## config.mk

```make
export PLATFORM = sky130hd
export DESIGN_NAME = calc_go_frontend_flat
export DESIGN_NICKNAME = d
export VERILOG_FILES = /design/src/rtl/calc_pkg.sv /design/src/rtl/calc_go_frontend_if.sv /design/src/rtl/btn_debounce.sv /design/src/rtl/calc_go_frontend.sv /design/src/flat_wrapper.sv
export SDC_FILE = /design/constraint.sdc
export NUM_CORES = 1
export LEC_CHECK = 0
export CORE_AREA = 2 2 74 94
export CTS_CLUSTER_DIAMETER = 200
export CTS_CLUSTER_SIZE = 24
export DETAILED_ROUTE_END_ITERATION = 6
export DIE_AREA = 0 0 76 96
export GPL_ROUTABILITY_DRIVEN = 0
export SLEW_MARGIN = 25
export SYNTH_ARGS = -nofsm -noshare
export SYNTH_HDL_FRONTEND = slang
export SYNTH_HIERARCHICAL = 1
export SYNTH_SLANG_ARGS = --single-unit
```

## constraint.sdc

```tcl
create_clock -name clk -period 3.9 [get_ports clk]
set_input_delay 0.39 -clock clk [delete_from_list [all_inputs] [get_ports clk]]
set_output_delay 0.39 -clock clk [all_outputs]
set_load 0.005 [all_outputs]
```

## src/rtl/calc_pkg.sv

```systemverilog
`default_nettype none
// ============================================================================
//  Module      : calc_pkg
//  Description : Shared types and constants for the calculator front end and
//                control unit: FSM state encoding and opcode map.
//  Revision    : 1.0  initial release
// ============================================================================
package calc_pkg;

  // Operation-select width shared with the control unit
  localparam int OPW = 3;

  // Front-end FSM state encoding
  localparam logic [1:0] ST_IDLE      = 2'd0;
  localparam logic [1:0] ST_LAUNCH    = 2'd1;
  localparam logic [1:0] ST_WAIT_DONE = 2'd2;
  localparam logic [1:0] ST_WAIT_REL  = 2'd3;

  typedef enum logic [1:0] {
    S_IDLE      = ST_IDLE,
    S_LAUNCH    = ST_LAUNCH,
    S_WAIT_DONE = ST_WAIT_DONE,
    S_WAIT_REL  = ST_WAIT_REL
  } fe_state_t;

  typedef logic [OPW-1:0] opcode_t;

  // Opcode map understood by the control unit
  localparam opcode_t OP_ALU0  = 3'b000;
  localparam opcode_t OP_ALU1  = 3'b001;
  localparam opcode_t OP_ALU2  = 3'b010;
  localparam opcode_t OP_ALU3  = 3'b011;
  localparam opcode_t OP_DIV   = 3'b100;
  localparam opcode_t OP_MUL   = 3'b101;
  localparam opcode_t OP_SPEC0 = 3'b110;
  localparam opcode_t OP_SPEC1 = 3'b111;

endpackage
`default_nettype wire

```

## src/rtl/calc_go_frontend_if.sv

```systemverilog
`default_nettype none
// ============================================================================
//  Module      : calc_go_frontend_if
//  Description : Handshake and operand bundle between the Go front end
//                (master) and the calculator control unit (slave).
//  Revision    : 1.0  initial release
// ============================================================================
interface calc_go_frontend_if #(
  parameter int W = 4
) ();
  import calc_pkg::*;

  logic           Go;
  logic           Done;
  logic [OPW-1:0] f;
  logic [W-1:0]   A;
  logic [W-1:0]   B;
  logic           busy;
  logic           err;

  modport master (output Go, f, A, B, busy, err, input Done);
  modport slave  (input Go, f, A, B, busy, err, output Done);

endinterface
`default_nettype wire

```

## src/rtl/btn_debounce.sv

```systemverilog
`default_nettype none
// ============================================================================
//  Module      : btn_debounce
//  Description : Two-flop synchronizer followed by a counting debouncer. The
//                output only follows the input after it has differed for
//                DB_COUNT consecutive cycles.
//  Revision    : 1.0  initial release
// ============================================================================
module btn_debounce #(
  parameter int DB_COUNT = 500000
) (
  input  wire logic clk,
  input  wire logic rst,
  input  wire logic btn_i,
  output logic      stable_o
);

  // DB_COUNT >= 2, so the counter is always at least one bit wide
  localparam int            CW      = $clog2(DB_COUNT);
  localparam logic [CW-1:0] CNT_MAX = CW'(DB_COUNT - 1);

  logic          sync1_q;
  logic          btn_s_q;
  logic [CW-1:0] cnt_q,    cnt_d;
  logic          stable_q, stable_d;

  // Bring the asynchronous button into the clock domain
  always_ff @(posedge clk) begin
    if (rst) begin
      sync1_q <= 1'b0;
      btn_s_q <= 1'b0;
    end else begin
      sync1_q <= btn_i;
      btn_s_q <= sync1_q;
    end
  end

  // Any agreement restarts the window; a full window of disagreement flips
  always_comb begin
    cnt_d    = cnt_q;
    stable_d = stable_q;
    if (btn_s_q == stable_q) begin
      cnt_d = '0;
    end else if (cnt_q == CNT_MAX) begin
      stable_d = btn_s_q;
      cnt_d    = '0;
    end else begin
      cnt_d = cnt_q + 1'b1;
    end
  end

  // Debounce state registers
  always_ff @(posedge clk) begin
    if (rst) begin
      cnt_q    <= '0;
      stable_q <= 1'b0;
    end else begin
      cnt_q    <= cnt_d;
      stable_q <= stable_d;
    end
  end

  assign stable_o = stable_q;

endmodule
`default_nettype wire

```

## src/rtl/calc_go_frontend.sv

```systemverilog
`default_nettype none
// ============================================================================
//  Module      : calc_go_frontend
//  Description : Debounces the Go button, captures operation and operands on
//                a press, issues a one-cycle Go, then holds the captured values
//                until Done or timeout and waits for button release.
//  Revision    : 1.0  initial release
// ============================================================================
module calc_go_frontend
  import calc_pkg::*;
#(
  parameter int DB_COUNT = 500000,
  parameter int TIMEOUT  = 1024,
  parameter int W        = 4
) (
  input  wire logic           clk,
  input  wire logic           rst,
  input  wire logic           btn_go_i,
  input  wire logic [OPW-1:0] sw_f_i,
  input  wire logic [W-1:0]   sw_a_i,
  input  wire logic [W-1:0]   sw_b_i,
  calc_go_frontend_if.master  cu
);

  localparam int            TW      = (TIMEOUT > 1) ? $clog2(TIMEOUT) : 1;
  localparam logic [TW-1:0] TMO_MAX = TW'(TIMEOUT - 1);

  logic           stable;
  logic           stable_q;
  logic           press;

  fe_state_t      state_q;
  logic           go_q;
  logic           busy_q;
  logic           err_q;
  logic [OPW-1:0] f_q;
  logic [W-1:0]   a_q;
  logic [W-1:0]   b_q;
  logic [TW-1:0]  tmo_q;

  btn_debounce #(
    .DB_COUNT (DB_COUNT)
  ) u_db (
    .clk      (clk),
    .rst      (rst),
    .btn_i    (btn_go_i),
    .stable_o (stable)
  );

  // One-cycle delay of the debounced level for rising-edge detection
  always_ff @(posedge clk) begin
    if (rst) begin
      stable_q <= 1'b0;
    end else begin
      stable_q <= stable;
    end
  end

  assign press = stable & ~stable_q;

  // Launch sequencer; Go/busy are registered alongside the state they decode
  always_ff @(posedge clk) begin
    if (rst) begin
      state_q <= S_IDLE;
      go_q    <= 1'b0;
      busy_q  <= 1'b0;
      err_q   <= 1'b0;
      f_q     <= '0;
      a_q     <= '0;
      b_q     <= '0;
      tmo_q   <= '0;
    end else begin
      go_q <= 1'b0;
      case (state_q)
        S_IDLE: begin
          if (press) begin
            f_q     <= sw_f_i;
            a_q     <= sw_a_i;
            b_q     <= sw_b_i;
            err_q   <= 1'b0;
            go_q    <= 1'b1;
            busy_q  <= 1'b1;
            state_q <= S_LAUNCH;
          end
        end
        S_LAUNCH: begin
          tmo_q   <= '0;
          busy_q  <= 1'b1;
          state_q <= S_WAIT_DONE;
        end
        S_WAIT_DONE: begin
          tmo_q <= tmo_q + 1'b1;
          // Done takes priority over a coincident timeout
          if (cu.Done) begin
            busy_q  <= 1'b0;
            state_q <= S_WAIT_REL;
          end else if (tmo_q == TMO_MAX) begin
            err_q   <= 1'b1;
            busy_q  <= 1'b0;
            state_q <= S_WAIT_REL;
          end
        end
        S_WAIT_REL: begin
          // A held button must be released before another launch
          if (!stable) begin
            state_q <= S_IDLE;
          end
        end
        default: begin
          busy_q  <= 1'b0;
          state_q <= S_IDLE;
        end
      endcase
    end
  end

  assign cu.Go   = go_q;
  assign cu.busy = busy_q;
  assign cu.err  = err_q;
  assign cu.f    = f_q;
  assign cu.A    = a_q;
  assign cu.B    = b_q;

endmodule
`default_nettype wire

```

## src/flat_wrapper.sv

```systemverilog
// flat-port wrapper written by rule: the top's interface ports become plain ports
module calc_go_frontend_flat import calc_pkg::*;
#(
  parameter int DB_COUNT = 500000,
  parameter int TIMEOUT  = 1024,
  parameter int W        = 4
)
  (clk, rst, btn_go_i, sw_f_i, sw_a_i, sw_b_i, cu_Go, cu_f, cu_A, cu_B, cu_busy, cu_err, cu_Done);
  calc_go_frontend_if #(.W(W)) cu_i ();
  input  wire logic clk;
  input  wire logic rst;
  input  wire logic btn_go_i;
  input  wire logic [OPW-1:0] sw_f_i;
  input  wire logic [W-1:0] sw_a_i;
  input  wire logic [W-1:0] sw_b_i;
  output wire logic [$bits(cu_i.Go)-1:0] cu_Go;
  output wire logic [$bits(cu_i.f)-1:0] cu_f;
  output wire logic [$bits(cu_i.A)-1:0] cu_A;
  output wire logic [$bits(cu_i.B)-1:0] cu_B;
  output wire logic [$bits(cu_i.busy)-1:0] cu_busy;
  output wire logic [$bits(cu_i.err)-1:0] cu_err;
  input wire logic [$bits(cu_i.Done)-1:0] cu_Done;
  assign cu_Go = cu_i.Go;
  assign cu_f = cu_i.f;
  assign cu_A = cu_i.A;
  assign cu_B = cu_i.B;
  assign cu_busy = cu_i.busy;
  assign cu_err = cu_i.err;
  assign cu_i.Done = cu_Done;
  calc_go_frontend #(.DB_COUNT(DB_COUNT), .TIMEOUT(TIMEOUT), .W(W)) u_core (.clk(clk), .rst(rst), .btn_go_i(btn_go_i), .sw_f_i(sw_f_i), .sw_a_i(sw_a_i), .sw_b_i(sw_b_i), .cu(cu_i));
endmodule
```

==> results.yml, run 1 <==
route:
  wl_um: 4022
  vias_per_cell: 4.774
  first_pass_iters: 4
  drtIter0Drc: 55
  wl_per_cell_um: 11.23
  post-route-drc-count: 0
  ant_nets: 0
  via_count: 1709
critical_path:
  cp_max_fo: 26
  worst-endpoint-arrival_ps: 2050
  critPathBufInv: 1
  cp-start-kind: "input port"
  worstPathRequired_ps: 4060
  crit_top_cell: "nor2_1"
  critPathSlowestCell: "clkdlybuf4s50_1"
  path_class: "input port to flop"
  end_kind: "flop"
  path_delay_family: "buffers and inverters"
  crit_chain: "clkdlybuf4s50_1 -> nor2_1 -> o21ai_2 -> nor2_1"
  cpPeakStageDelay_ps: 1030
sta:
  rsz0062_at_grt: "false"
  min_period_over_period_pct: 48.52
  setup_viol: 0
  worst_slew_pin_slew_ps: 870.9
  fmax_mhz: 528.4
  holdWs_ps: 446.5
  final.setup.tns_ps: 0
  slew_violations: 0
  clock_skew_ps: 8.290
  min_period_ps: 1892
  max_slew_margin_pct: 41.76
  hold_viol_final: 0
floorplanning:
  die_h_um: 96
  core_region_area_mm2: 0.006400
  die_w_um: 76
  num_rows: 33
  io_pins: 29
  dieArea_mm2: 0.007296
  initial_core_util_pct: 34.17
run:
  maxCapViolCount: 0
layout:
  fin_area_mm2: 0.002683
  fin_util_pct: 41.92
  antenna_cells: 0
  layout.nets: 290
  drive_gt1_share_pct: 8.856
  areaGrowthSynthToFinish_pct: 22.65
global_routing:
  grt_pass1_wl_um: 7038
  grt.overflow.total: 0
  antenna_found_initial: 0
  grt_usage_pct: 11.78
  grt_start_max_net_pins: 27
  grt_pass1_vias: 1617
synthesis:
  synth_ff_type: "dfxtp_1"
  ys_async_sr_fraction_pct: 0
  synth_fp_nets: 261
  synth_seq_cells: 49
  netlist_area_mm2: 0.002187
  yosysWarnings: 6
  syn_avg_cell_area_um2: 9.075
  yosysSeqAreaShare_pct: 44.85
  synthDistinctLibCells: 44
  synth_top_area_share_pct: 44.85
  synthesis.instances: 241
  synth_edf_count: 0
  ys_top_cells_by_area: "dfxtp_1 (45%), nand2_1 (5.7%), a21oi_1 (4.8%)"
  yosysTopAreaCell: "dfxtp_1"
worst_hold_path:
  hold_class: "flop to flop"
power:
  ir_drop_mv: 0.1520
  power.density_mw_per_mm2: 381.8
  leakagePower_uw: 0.0008807
  power_uw: 1024
placement:
  placed_cell_area_mm2: 0.002545
  numPortBuffers: 28
  dpl.hpwl_um: 2927
clocking:
  cts.repair.resized: 0
  hold_buffers: 0
  clock_sinks: 49
  cts_root_buf: "clkbuf_8"
  cts_tree: "built"
  clk_latency_ps: 300
  htree_levels: 2
  cts.path.max_buffers: 2
  cts_setup_buffers: 0
  cts_buffers: 5
  path_clk_slew_ps: 90
status:
  outcome: "finished, final reports clean"
## placed cells by master (no fill, tap or decap), drive strengths merged, types with 2 or more instances in the layout
master         instances
xnor2                 10
nand3                 11
nor4b                  2
inv                    7
clkbuf                 5
dfxtp                 49
ha                     5
nor2b                  2
nand2b                 5
or3                    5
nand4                  9
xor2                   9
o21ai                  8
mux2i                  3
a21oi                 21
nand2                 33
clkdlybuf4s50         28
and4                   2
nor3                   4
nor2                  28
bufinv                 2
and3                   2
nor3b                  3
a31oi                  2
nor4                   4
## kinds of logic after synthesis
family	share of synthesized area, %
XOR/XNOR	7.609
adder cells (fa/ha/maj)	2.860
AND/OR/NAND/NOR	29.98
AO/OA/AOI/OAI	10.01
buffers and inverters	2.803
multiplexers	1.888
flip-flops	44.85
## power by group
group / switching (µW) / leakage, µW / internal, µW
Combinational: 42.9 / 0.000417 / 40.7
Sequential: 3.09 / 0.000395 / 505
Clock: 174 / 0.0000687 / 258
## registers in the layout, summed over array words and instances, names as in the netlist
name / count
u_core/u_db/cnt_q: 19
u_core/tmo_q: 10
u_core/cu.A: 4
u_core/cu.B: 4
u_core/cu.f: 3
u_core/state_q: 2
u_core/cu.Go: 1
u_core/cu.busy: 1
u_core/cu.err: 1
u_core/stable_q: 1
u_core/u_db/btn_s_q: 1
u_core/u_db/stable_o: 1
u_core/u_db/sync1_q: 1
## Yosys cell counts, types with 6 or more instances
cell,instances
a21oi_1,21
dfxtp_1,49
inv_1,6
nand2_1,33
nand3_1,11
nand4_1,6
nor2_1,28
o21ai_0,6
xnor2_1,10
xor2_1,9
## layout make-up
| cell class | instances | area, µm² |
|---|---|---|
| clock buffer | 5 | 68.82 |
| multi-input combinational | 179 | 1145 |
| fill | 647 | 3717 |
| inverter | 6 | 22.52 |
| sequential | 49 | 980.9 |
| tap | 87 | 108.9 |
| clock inverter | 3 | 68.82 |
| timing repair buffer | 29 | 287.8 |
## worst register-to-register path: cells and delay by family, from the launching register on
| kind | cells | cell delay, ps |
|---|---|---|
| compound gates | 1 | 140 |
| fa+ha+maj | 1 | 430 |
| buf+inv | 1 | 60 |
| flops | 1 | 380 |
| simple gates | 2 | 720 |
## stage by stage
stage                     std cells  setup WS [ps]
final                           358           2008
after floorplan                 241           2359
after detailed placement        350           1617
after global placement          350           1658
after CTS                       358           1936
after global routing            358           1771
## layer usage
| metal | wire length [µm] | vias up | global-route usage, % |
|---|---|---|---|
| met5 | 0 | - | 0 |
| met2 | 2037 | 25 | 22.32 |
| met4 | 62 | 0 | 4.545 |
| met3 | 127 | 6 | 3.002 |
| li1 | - | 887 | - |
| met1 | 1795 | 791 | 12.72 |
## worst paths after layout
check	slack [ps]	cells after the start	to	startpoint
setup / recovery	2010	4	u_core/u_db/cnt_q[7]	rst
hold / removal	450	1	u_core/u_db/btn_s_q	u_core/u_db/sync1_q
setup reg to reg	2120	5	u_core/tmo_q[5]	u_core/state_q[1]
hold reg to reg	450	1	u_core/u_db/btn_s_q	u_core/u_db/sync1_q
No activity file was read; power rests on OpenSTA's default activity.
==> inputs of run 2 (changes only) <==
==> constraint.sdc (replaced) <==
create_clock -name clk -period 1.7 [get_ports clk]
set_input_delay 0.17 -clock clk [delete_from_list [all_inputs] [get_ports clk]]
set_output_delay 0.17 -clock clk [all_outputs]
set_load 0.005 [all_outputs]
==> run 2 against run 1 <==
  * Count of clock-buffer cells in the layout stayed put
  * Setup slack worse by 1900 ps
  * Clock skew about the same
  * Hold slack worse by 37 ps
  * Combinational power grew to 2.5 times the previous value
  * Global-route usage is 0.82 points higher
  * First-iteration DRC count decreased by 7.3%
  * Utilization rose by 1.6 points
  * Die area unchanged
  * Register-to-register slack worse by 2000 ps
  * Critical path type is now flop to flop
  * Power increased by 130%
==> results.yml, run 2 (synthesis results as in run 1) <==
critical_path:
  path_class: "flop to flop"
  cp_max_fo: 5
  worstPathRequired_ps: 1930
  end_kind: "flop"
  rr_worst_depth: 4
  worst-endpoint-arrival_ps: 1810
  cp-start-kind: "flop"
clocking:
  cts.repair.resized: 0
  cts_buffers: 5
  clk_latency_ps: 300
  path_clk_slew_ps: 90
  cts_tree: "built"
  cts_root_buf: "clkbuf_8"
  clock_sinks: 49
  htree_levels: 2
  cts.path.max_buffers: 2
  hold_buffers: 0
  cts_setup_buffers: 0
route:
  vias_per_cell: 4.699
  drtIter0Drc: 51
  ant_nets: 0
  post-route-drc-count: 0
  first_pass_iters: 4
  wl_um: 4262
  via_count: 1734
  wl_per_cell_um: 11.55
sta:
  final.setup.tns_ps: 0
  max_slew_margin_pct: 74.73
  worst_slew_pin_slew_ps: 375.5
  min_period_over_period_pct: 92.86
  slew_violations: 0
  fmax_mhz: 633.5
  clock_skew_ps: 7.951
  setup_viol: 0
  hold_viol_final: 0
  rsz0062_at_grt: "false"
  min_period_ps: 1579
global_routing:
  grt_pass1_vias: 1749
  antenna_found_initial: 0
  grt_usage_pct: 12.60
  grt_pass1_wl_um: 7486
  grt_start_max_net_pins: 20
  grt.overflow.total: 0
layout:
  fin_util_pct: 43.56
  largest-register: "u_core/u_db/cnt_q"
  layout.nets: 301
  areaGrowthSynthToFinish_pct: 27.46
  top_regs: "u_core/u_db/cnt_q: 19 flops, u_core/tmo_q: 10 flops"
  instances_no_fill: 369
  final_common_cell: "dfxtp_1"
  drive_gt1_share_pct: 12.77
  largest_reg_flops: 19
  mostFrequentLayoutCells: "dfxtp_1 (49), nand2_1 (33), clkdlybuf4s50_1 (28), nor2_1 (28), a21oi_1 (21)"
  antenna_cells: 0
placement:
  numPortBuffers: 28
  dpl.hpwl_um: 3089
  place_inst: 361
floorplanning:
  dieArea_mm2: 0.007296
  die_h_um: 96
  initial_core_util_pct: 34.17
  num_rows: 33
  die_w_um: 76
  core_region_area_mm2: 0.006400
  io_pins: 29
power:
  power_uw: 2369
  leakagePower_uw: 0.0009559
  ir_drop_mv: 0.4569
  power.density_mw_per_mm2: 849.9
worst_hold_path:
  hold_depth: 3
  hold_class: "input port to flop"
run:
  maxCapViolCount: 0
status:
  outcome: "finished, final reports clean"
## run 2: changes by cell type in the layout (fill, tap and decap cells not counted)
cell / change
and3_4: +1
nand4_4: +1
nor4_4: +1
nor4_2: -1
and3_1: -1
nand4_2: -1
buf_4: +11
## run 2: path summary, 6_finish.rpt
path,startpoint,endpoint,slack (ps)
max,u_core/u_db/cnt_q[3],u_core/u_db/cnt_q[13],120
min,sw_b_i[0],u_core/cu.B[0],410
min reg2reg,u_core/u_db/sync1_q,u_core/u_db/btn_s_q,450
max reg2reg,u_core/u_db/cnt_q[3],u_core/u_db/cnt_q[13],120
## run 2: area by class of cell
cell class	instances	area, µm²
sequential	49	980.9
tap	87	108.9
fill	636	3612
timing repair buffer	40	370.4
clock buffer	5	68.82
clock inverter	3	68.82
multi-input combinational	179	1167
inverter	6	22.52
## run 2: through the flow
stage               cell area, µm²  setup slack, ps  hold WS, ps
finish                        2788            121.4        409.6
global placement              2628            144.5        441.3
CTS                           2765            32.07        396.2
floorplan                     2187            158.8        241.6
global route                  2788            11.43        407.2
detailed placement            2628            68.70        446.4
## run 2: power breakdown
| group | internal (µW) | total (µW) | switching [µW] |
|---|---|---|---|
| clock | 592 | 989 | 397 |
| combinational | 107 | 213 | 106 |
| sequential | 1160 | 1170 | 7.32 |
## run 2: worst max-delay path, cell delays in order, from the launching register on
cell and delay (ps):
dfxtp_1 470, nand4_2 230, or2_1 320, or3_1 350, a21oi_1 140
## run 2: per-layer routing
metal	track usage (%)	wire (µm)	up-vias
met3	2.908	133	5
met1	12.97	1845	789
met5	0	0	-
met2	24.70	2211	27
met4	5.303	72	0
li1	-	-	913
==> inputs of run 3 (changes only) <==
--- a/config.mk
+++ b/config.mk
@@ -11,6 +11,7 @@
 export DETAILED_ROUTE_END_ITERATION = 6
 export DIE_AREA = 0 0 76 96
 export GPL_ROUTABILITY_DRIVEN = 0
+export HOLD_SLACK_MARGIN = 0.03
 export SLEW_MARGIN = 25
 export SYNTH_ARGS = -nofsm -noshare
 export SYNTH_HDL_FRONTEND = slang
==> results of run 3 <==
Same layout as run 2: the final DEF is identical, and so are final timing and power.
